`src/rtl/dpi_cmd_queue.sv`:
```
// Consumer stage for DPI host calls: serializes commands, computes CALC responses
// and queues PRINT snapshots of the stored value in a show-ahead FIFO.
module dpi_cmd_queue #(
  parameter int unsigned DEPTH  = 4,
  parameter int unsigned DATA_W = 32,
  parameter int unsigned CNT_W  = 16
) (
  input  logic                     clk,
  input  logic                     rst,
  input  logic                     host_valid,
  input  logic [1:0]               host_op,
  input  logic [DATA_W-1:0]        host_data,
  output logic                     host_ready,
  output logic                     rsp_valid,
  output logic [DATA_W-1:0]        rsp_data,
  output logic [DATA_W-1:0]        value,
  output logic                     print_valid,
  output logic [DATA_W-1:0]        print_data,
  input  logic                     print_ready,
  output logic [CNT_W-1:0]         print_count,
  output logic [$clog2(DEPTH):0]   fifo_level
);

  localparam int unsigned PTR_W = $clog2(DEPTH);
  localparam int unsigned LVL_W = PTR_W + 1;

  localparam logic [1:0] OP_NOP   = 2'd0;
  localparam logic [1:0] OP_CALC  = 2'd1;
  localparam logic [1:0] OP_PRINT = 2'd2;
  localparam logic [1:0] OP_CLEAR = 2'd3;

  logic [DATA_W-1:0] value_q, value_d;
  logic              rsp_valid_q, rsp_valid_d;
  logic [DATA_W-1:0] rsp_data_q, rsp_data_d;
  logic [PTR_W-1:0]  wr_ptr_q, wr_ptr_d;
  logic [PTR_W-1:0]  rd_ptr_q, rd_ptr_d;
  logic [LVL_W-1:0]  level_q, level_d;
  logic [CNT_W-1:0]  count_q, count_d;
  logic [DATA_W-1:0] mem_q [DEPTH];

  logic ready_c;
  logic accept_c;
  logic push_c;
  logic pop_c;

  // Readiness depends only on registered occupancy, so a same-cycle pop never frees a slot early.
  always_comb begin
    ready_c  = (level_q != LVL_W'(DEPTH));
    accept_c = host_valid && ready_c;
    push_c   = accept_c && (host_op == OP_PRINT);
    pop_c    = (level_q != '0) && print_ready;
  end

  // Command execution and response pipeline.
  always_comb begin
    value_d     = value_q;
    rsp_valid_d = 1'b0;
    rsp_data_d  = rsp_data_q;
    if (accept_c) begin
      unique case (host_op)
        OP_CALC: begin
          value_d     = host_data + DATA_W'(1);
          rsp_valid_d = 1'b1;
          rsp_data_d  = host_data + DATA_W'(4);
        end
        OP_CLEAR: value_d = '0;
        OP_NOP, OP_PRINT: ;
        default: ;
      endcase
    end
  end

  // FIFO pointer, occupancy and completion-count update; pointers wrap naturally at DEPTH.
  always_comb begin
    wr_ptr_d = wr_ptr_q;
    rd_ptr_d = rd_ptr_q;
    level_d  = level_q;
    count_d  = count_q;
    if (push_c) begin
      wr_ptr_d = wr_ptr_q + PTR_W'(1);
    end
    if (pop_c) begin
      rd_ptr_d = rd_ptr_q + PTR_W'(1);
      count_d  = count_q + CNT_W'(1);
    end
    unique case ({push_c, pop_c})
      2'b10:   level_d = level_q + LVL_W'(1);
      2'b01:   level_d = level_q - LVL_W'(1);
      default: level_d = level_q;
    endcase
  end

  always_ff @(posedge clk) begin
    if (rst) begin
      value_q     <= '0;
      rsp_valid_q <= 1'b0;
      rsp_data_q  <= '0;
      wr_ptr_q    <= '0;
      rd_ptr_q    <= '0;
      level_q     <= '0;
      count_q     <= '0;
    end else begin
      value_q     <= value_d;
      rsp_valid_q <= rsp_valid_d;
      rsp_data_q  <= rsp_data_d;
      wr_ptr_q    <= wr_ptr_d;
      rd_ptr_q    <= rd_ptr_d;
      level_q     <= level_d;
      count_q     <= count_d;
    end
  end

  // Storage needs no reset: the pointers define which entries are live.
  always_ff @(posedge clk) begin
    if (!rst && push_c) begin
      mem_q[wr_ptr_q] <= value_q;
    end
  end

  assign host_ready  = ready_c;
  assign rsp_valid   = rsp_valid_q;
  assign rsp_data    = rsp_data_q;
  assign value       = value_q;
  assign print_valid = (level_q != '0);
  assign print_data  = mem_q[rd_ptr_q];
  assign print_count = count_q;
  assign fifo_level  = level_q;

endmodule
```
`config.mk`:
```
export PLATFORM = sky130hd
export DESIGN_NAME = dpi_cmd_queue
export DESIGN_NICKNAME = d
export VERILOG_FILES = /design/src/rtl/dpi_cmd_queue.sv
export SDC_FILE = /design/constraint.sdc
export NUM_CORES = 1
export LEC_CHECK = 0
export ABC_CLOCK_PERIOD_IN_PS = 6200
export BUFFER_PORTS_ARGS = -buffer_cell sky130_fd_sc_hd__buf_2
export CAP_MARGIN = 5
export CORE_ASPECT_RATIO = 0.8
export CORE_UTILIZATION = 40
export DETAILED_ROUTE_END_ITERATION = 10
export RECOVER_POWER = 100
export SLEW_MARGIN = 10
export SYNTH_ARGS = -nofsm -noshare
export SYNTH_HDL_FRONTEND = slang
export SYNTH_SLANG_ARGS = --single-unit
```
`constraint.sdc`:
```
create_clock -name clk -period 6.2 [get_ports clk]
set_clock_uncertainty 0.15 [all_clocks]
set_input_delay 1.24 -clock clk [delete_from_list [all_inputs] [get_ports clk]]
set_output_delay 1.24 -clock clk [all_outputs]
set_load 0.005 [all_outputs]
```
### After elaboration in Yosys (flattened, before gate mapping)

Memories as Yosys holds them, arrays and structs flattened. A register that Yosys moved wholly into a read port is not among the register bits.
Cells that the tools add are included.

| cells by class | value |
|---|---|
| $add $sub $neg | 7 |
| equal/unequal tests | 6 |
| mux-type cells | 7 |
| bitwise gates (word level) | 1 |
| reduce and logical (&&, ||, !) cells | 11 |

Operators by type and width:

| cell | number |
|---|---|
| $pmux W32 S2 | 1 |
| $add A32 B1 Y32 const B | 1 |
| $add A32 B3 Y32 const B | 1 |
| $add A16 B1 Y16 const B | 1 |
| $eq A2 B2 Y1 const B | 3 |
| $pmux W3 S2 | 1 |
| $add A2 B1 Y2 const B | 2 |
| $eq A2 B1 Y1 const B | 2 |
| $logic_and A1 B1 Y1 | 4 |
| $mux W2 | 2 |
| $reduce_and A2 Y1 | 2 |
| $reduce_bool A2 Y1 | 2 |
| $add A3 B1 Y3 const B | 1 |
| $mux W1 | 3 |
| $ne A3 B3 Y1 const B | 1 |
| $reduce_bool A3 Y1 | 1 |
| $sub A3 B1 Y3 const B | 1 |
| $reduce_or A2 Y1 | 1 |
| $logic_not A1 Y1 | 1 |
| $not A1 Y1 | 1 |

| word-level totals | value |
|---|---|
| register bits after elaboration | 88 |
| RAM bits | 128 |
| input bits | 38 |
| output and inout bits | 118 |
| logic and storage cells | 40 |
| memories kept | 1 |

Memories:

| memory | depth | bits a word | rd ports | clocked after Yosys merged registers in | wr ports | RTL line | source |
|---|---|---|---|---|---|---|---|
| mem_q | 4 | 32 | 1 | 1 | 1 | 39 | `logic [DATA_W-1:0] mem_q [DEPTH];` |

### Logic depth before layout (Yosys ltp)

| logic depth | value |
|---|---|
| depth after elaboration | 6 |
| mapped depth | 9 |
| mapped depth without buffers | 8 |

### Least setup slack after synthesis

No wires, ideal clock.

| path | value |
|---|---|
| path type | input to register |
| start point | in host_op[0] |
| end point | mem mem_q[0][0], enable pin |
| setup time | 0.392 ns |
| arrival | 2.510 ns |
| required time | 5.658 ns |
| setup slack | 3.147 ns |
| stages on the path | 3 |
| buffers on the path | 0 |
| cell sequence | nand4b_1 nor2_1 and2_1 |

| on the way | value |
|---|---|
| longest elaborated chain between the ends | 5 |

Ends and longest elaborated chain:

| item | RTL line | source |
|---|---|---|
| start: declaration | 11 | `input logic [1:0] host_op,` |
| $eq A2 B2 Y1 | 50 | `push_c = accept_c && (host_op == OP_PRINT);` |
| $logic_and A1 B1 Y1 | 50 |  |
| $logic_and A1 B1 Y1 | 115 | `if (!rst && push_c) begin` |
| $mux W1 | 115 |  |
| $mux W1 (not written as such) | 116 | `mem_q[wr_ptr_q] <= value_q;` |
| end: declaration | 39 |  |

Every way passes these cells.

### Worst setup path in the final report

| path | value |
|---|---|
| start point | in rst |
| end point | mem mem_q[0][0], enable pin |

| on the way | value |
|---|---|
| longest elaborated chain between the ends | 4 |

Ends and longest elaborated chain:

| item | RTL line | source |
|---|---|---|
| start: declaration | 9 | `input logic rst,` |
| $logic_not A1 Y1 | 115 |  |
| $logic_and A1 B1 Y1 | 115 |  |
| $mux W1 | 115 |  |
| $mux W1 (not written as such) | 116 |  |

Every way passes these cells.

==> run_results.csv <==
group,metric,value,unit
sta,finalSetupViolCount,0,
outcome,status,"finished with violations",
clock_network,cts_resized,0,
cells_and_area,final_cells,1134,
cells_and_area,drive_gt1_frac,0.2170,
synthesis,yosysMostFrequentCell,"edfxtp_1",
placement,pre_cts_ws,2.776,ns
cells_and_area,fillCellCount,1998,
placement,place_inst,1092,
global_route,grt_pass1_wl,33210,µm
clock_network,postCtsSetupBuffers,0,
critical_path,crit_start,"rst",
sta,final.setup.worst_slack,1.614,ns
floorplan,die_h,136.7,µm
critical_path,critPathArrivalTime,4.67,ns
critical_path,worst-path-buf-inv,3,
synthesis,syn_avg_cell_area,13.56,µm²
sta,holdWs,0.3214,ns
synthesis,ys_seq_area_frac,0.6223,
clock_network,clkTransAtPathRegs,0.06,ns
clock_network,cts_tree,"built",
critical_path,r2r-end,"mem_q[0][0]$_DFFE_PP_",
synthesis,ys.flop_type,"edfxtp_1",
floorplan,coreArea,0.02192,mm²
cells_and_area,nets,864,
critical_path,path_cells,"buf_2, clkbuf_1, nor2_1, and2_0, buf_4",
power_and_ir_drop,ir_drop,0.1766,mV
critical_path,critPathMaxFanout,64,
sta,fin_crit,4.586,ns
detailed_routing,vias_per_cell,5.112,
critical_path,crit_required,6.29,ns
global_route,grt_max_degree,65,
detailed_routing,wl_per_cell,19.25,µm
clock_network,cts_hold_buf,0,
floorplan,initial_utilization,0.4139,
synthesis,synth.area.mux_share,0.08054,
critical_path,critPathSlowestCell,"clkbuf_1",
synthesis,synthDistinctLibCells,43,
power_and_ir_drop,leakagePower,3.583,nW
job,max-cap-violations,2,
global_route,grt-ovfl-total,0,
detailed_routing,dr.first_iter.drc_count,455,
clock_network,clock-sinks,218,
placement,postPlaceCellArea,0.01011,mm²
critical_path,rr_startpoint,"fifo_level[0]$_SDFFE_PP0P_",
floorplan,dieArea,0.02329,mm²
sta,fmax,0.2181,GHz
synthesis,synth_edf_count,128,
synthesis,synth-compound-area-share,0.06316,
placement,port_buffers,155,
clock_network,cts_buffer_depth,3,
cells_and_area,design_area,0.01074,mm²
global_route,grt_pass1_vias,5576,
clock_network,cts_root_buf,"clkbuf_16",
synthesis,synth_nets,716,
critical_path,max_stage_delay,2.04,ns
min_path,hold_path_depth,2,
clock_network,h-tree-depth,1,
detailed_routing,postRouteAntennaNets,0,
critical_path,r2r_cells,5,
floorplan,num_rows,48,
synthesis,synthXorXnorAreaFrac,0.07337,
synthesis,yosysTopAreaCell,"edfxtp_1",
synthesis,synth_fa_ha_area_frac,0.01324,
floorplan,die_w,170.4,µm
critical_path,cp-end-kind,"flop",
critical_path,start_kind,"input port",
min_path,hp-start,"rsp_data[0]$_SDFFE_PP0P_",
sta,rsz0062_at_grt,"no",
min_path,hold_end,"rsp_data[0]$_SDFFE_PP0P_",
sta,min_period_over_period,0.7397,
synthesis,synth_area,0.009072,mm²
synthesis,synth_top_area_frac,0.4237,
power_and_ir_drop,power.density,312.8,mW/mm²
sta,tns,0,ns
sta,finalMaxSlewViolations,98,
global_route,grt_use_total,0.1879,
critical_path,r2r_setup_slack,3.30,ns
synthesis,yosys-top-cells-count,"edfxtp_1, dfxtp_1, nor2_1, nand2_1, xor2_1",
sta,maxSlewHeadroom,-0.9283,
sta,hold_viol,0,
synthesis,ys_top_cells_by_area,"edfxtp_1, dfxtp_1, mux4_2, xor2_1, xnor2_1",
min_path,min_path_type,"reg2reg",
synthesis,synthCells,669,
detailed_routing,first_pass_iters,5,
floorplan,io_pins,156,
cells_and_area,diodes,0,
synthesis,synth_warnings,0,
synthesis,synth-simple-area-share,0.1227,
detailed_routing,routed_wl,21830,µm
outcome,failed_checks,"max-capacitance violations, max-slew violations",
clock_network,cts-buffers-inserted,23,
critical_path,path_class,"in2reg",
clock_network,clk_latency,0.52,ns
synthesis,ys_seq_elements,218,
placement,hpwlAfterDp,14890,µm
detailed_routing,vias,5797,
synthesis,synth_top_family_by_area,"simple AND/OR/NAND/NOR gates",
critical_path,crit_family,"buffers and inverters",
sta,tightest_slew,2.892,ns
cells_and_area,syn2layout_area_growth,18.40,%
detailed_routing,drc,0,
placement,place_congestion,0.9063,
synthesis,ys_async_sr_fraction,0,
global_route,antenna_found_initial,0,
==> power by group <==
| part | switching, W | leakage, nW | internal [W] |
|---|---|---|---|
| Clock | 0.000559 | 0.351 | 0.000757 |
| Combinational | 0.000225 | 1.39 | 0.000206 |
| Sequential | 0.0000441 | 1.84 | 0.00157 |
==> placed cells by master, fill, tap and decap left out, types with 28 or more instances in the layout <==
cell,count
edfxtp_1,128
xnor2_1,36
clkbuf_1,76
a211oi_1,29
xor2_1,40
a22o_1,28
nand2_1,41
dfxtp_1,89
nor2_1,70
buf_2,91
mux4_2,32
==> worst max-delay path by stage <==
| stage | end | slack [ns] | cells past startpoint |
|---|---|---|---|
| after floorplan | mem_q[0][0]$_DFFE_PP_ | 3.15 | 3 |
| after global placement | mem_q[0][6]$_DFFE_PP_ | 2.84 | 5 |
| after detailed placement | mem_q[0][1]$_DFFE_PP_ | 2.78 | 5 |
| after CTS | print_data[10] | 2.47 | 3 |
| after global routing | mem_q[0][4]$_DFFE_PP_ | 1.31 | 5 |
| final | mem_q[0][0]$_DFFE_PP_ | 1.61 | 5 |
==> cell type report <==
type | instances | area, µm² | share of cell area
Timing Repair Buffer | 164 | 752.0 | 0.07001
Sequential cell | 218 | 5647 | 0.5257
Inverter | 9 | 33.78 | 0.003145
Multi-Input combinational cell | 401 | 3208 | 0.2987
Clock inverter | 5 | 46.29 | 0.004310
Tap cell | 300 | 375.4 | 0.03494
Clock buffer | 37 | 679.4 | 0.06325
==> worst reg2reg max path: stages, from the launching register on <==
cell and delay, ns:
dfxtp_1 0.44, or3b_1 0.31, nand4b_1 0.27, nor2_1 0.25, and2_0 0.68, buf_4 0.47
==> metrics by stage <==
step           utilization  power, W
6_report            0.4900  0.003360
5_1_grt             0.4900  0.003499
4_1_cts             0.4942  0.003408
3_5_place_dp        0.4611  0.002089
3_3_place_gp        0.4611  0.002087
2_1_floorplan            -  0.001923
==> layer usage <==
layer | vias up | part of all wire | GRT usage
met3 | 29 | 0.062 | 0.03933
met2 | 186 | 0.42 | 0.2764
met5 | - | 0 | 0
li1 | 2810 | - | -
met1 | 2772 | 0.50 | 0.2828
met4 | 0 | 0.018 | 0.04304
==> sequential cells by signal, summed over array words and instances (netlist names), named ones only <==
register and flops:
value 32, rsp_data 32, mem_q 128, rsp_valid 1, fifo_level 3, rd_ptr_q 2
wr_ptr_q 2, print_count 16
==> cell families (layout without fill, tap and decap cells) <==
kind of cell | count (synthesis) | after routing
adders and majority gates | 9 | 9
buffers and inverters | 50 | 215
muxes | 33 | 33
xor gates and xnor gates | 76 | 76
and+or+nand+nor | 209 | 209
AOI/OAI and AO/OA | 74 | 74
DFF | 218 | 218
No activity file was read; power rests on OpenSTA's default activity.
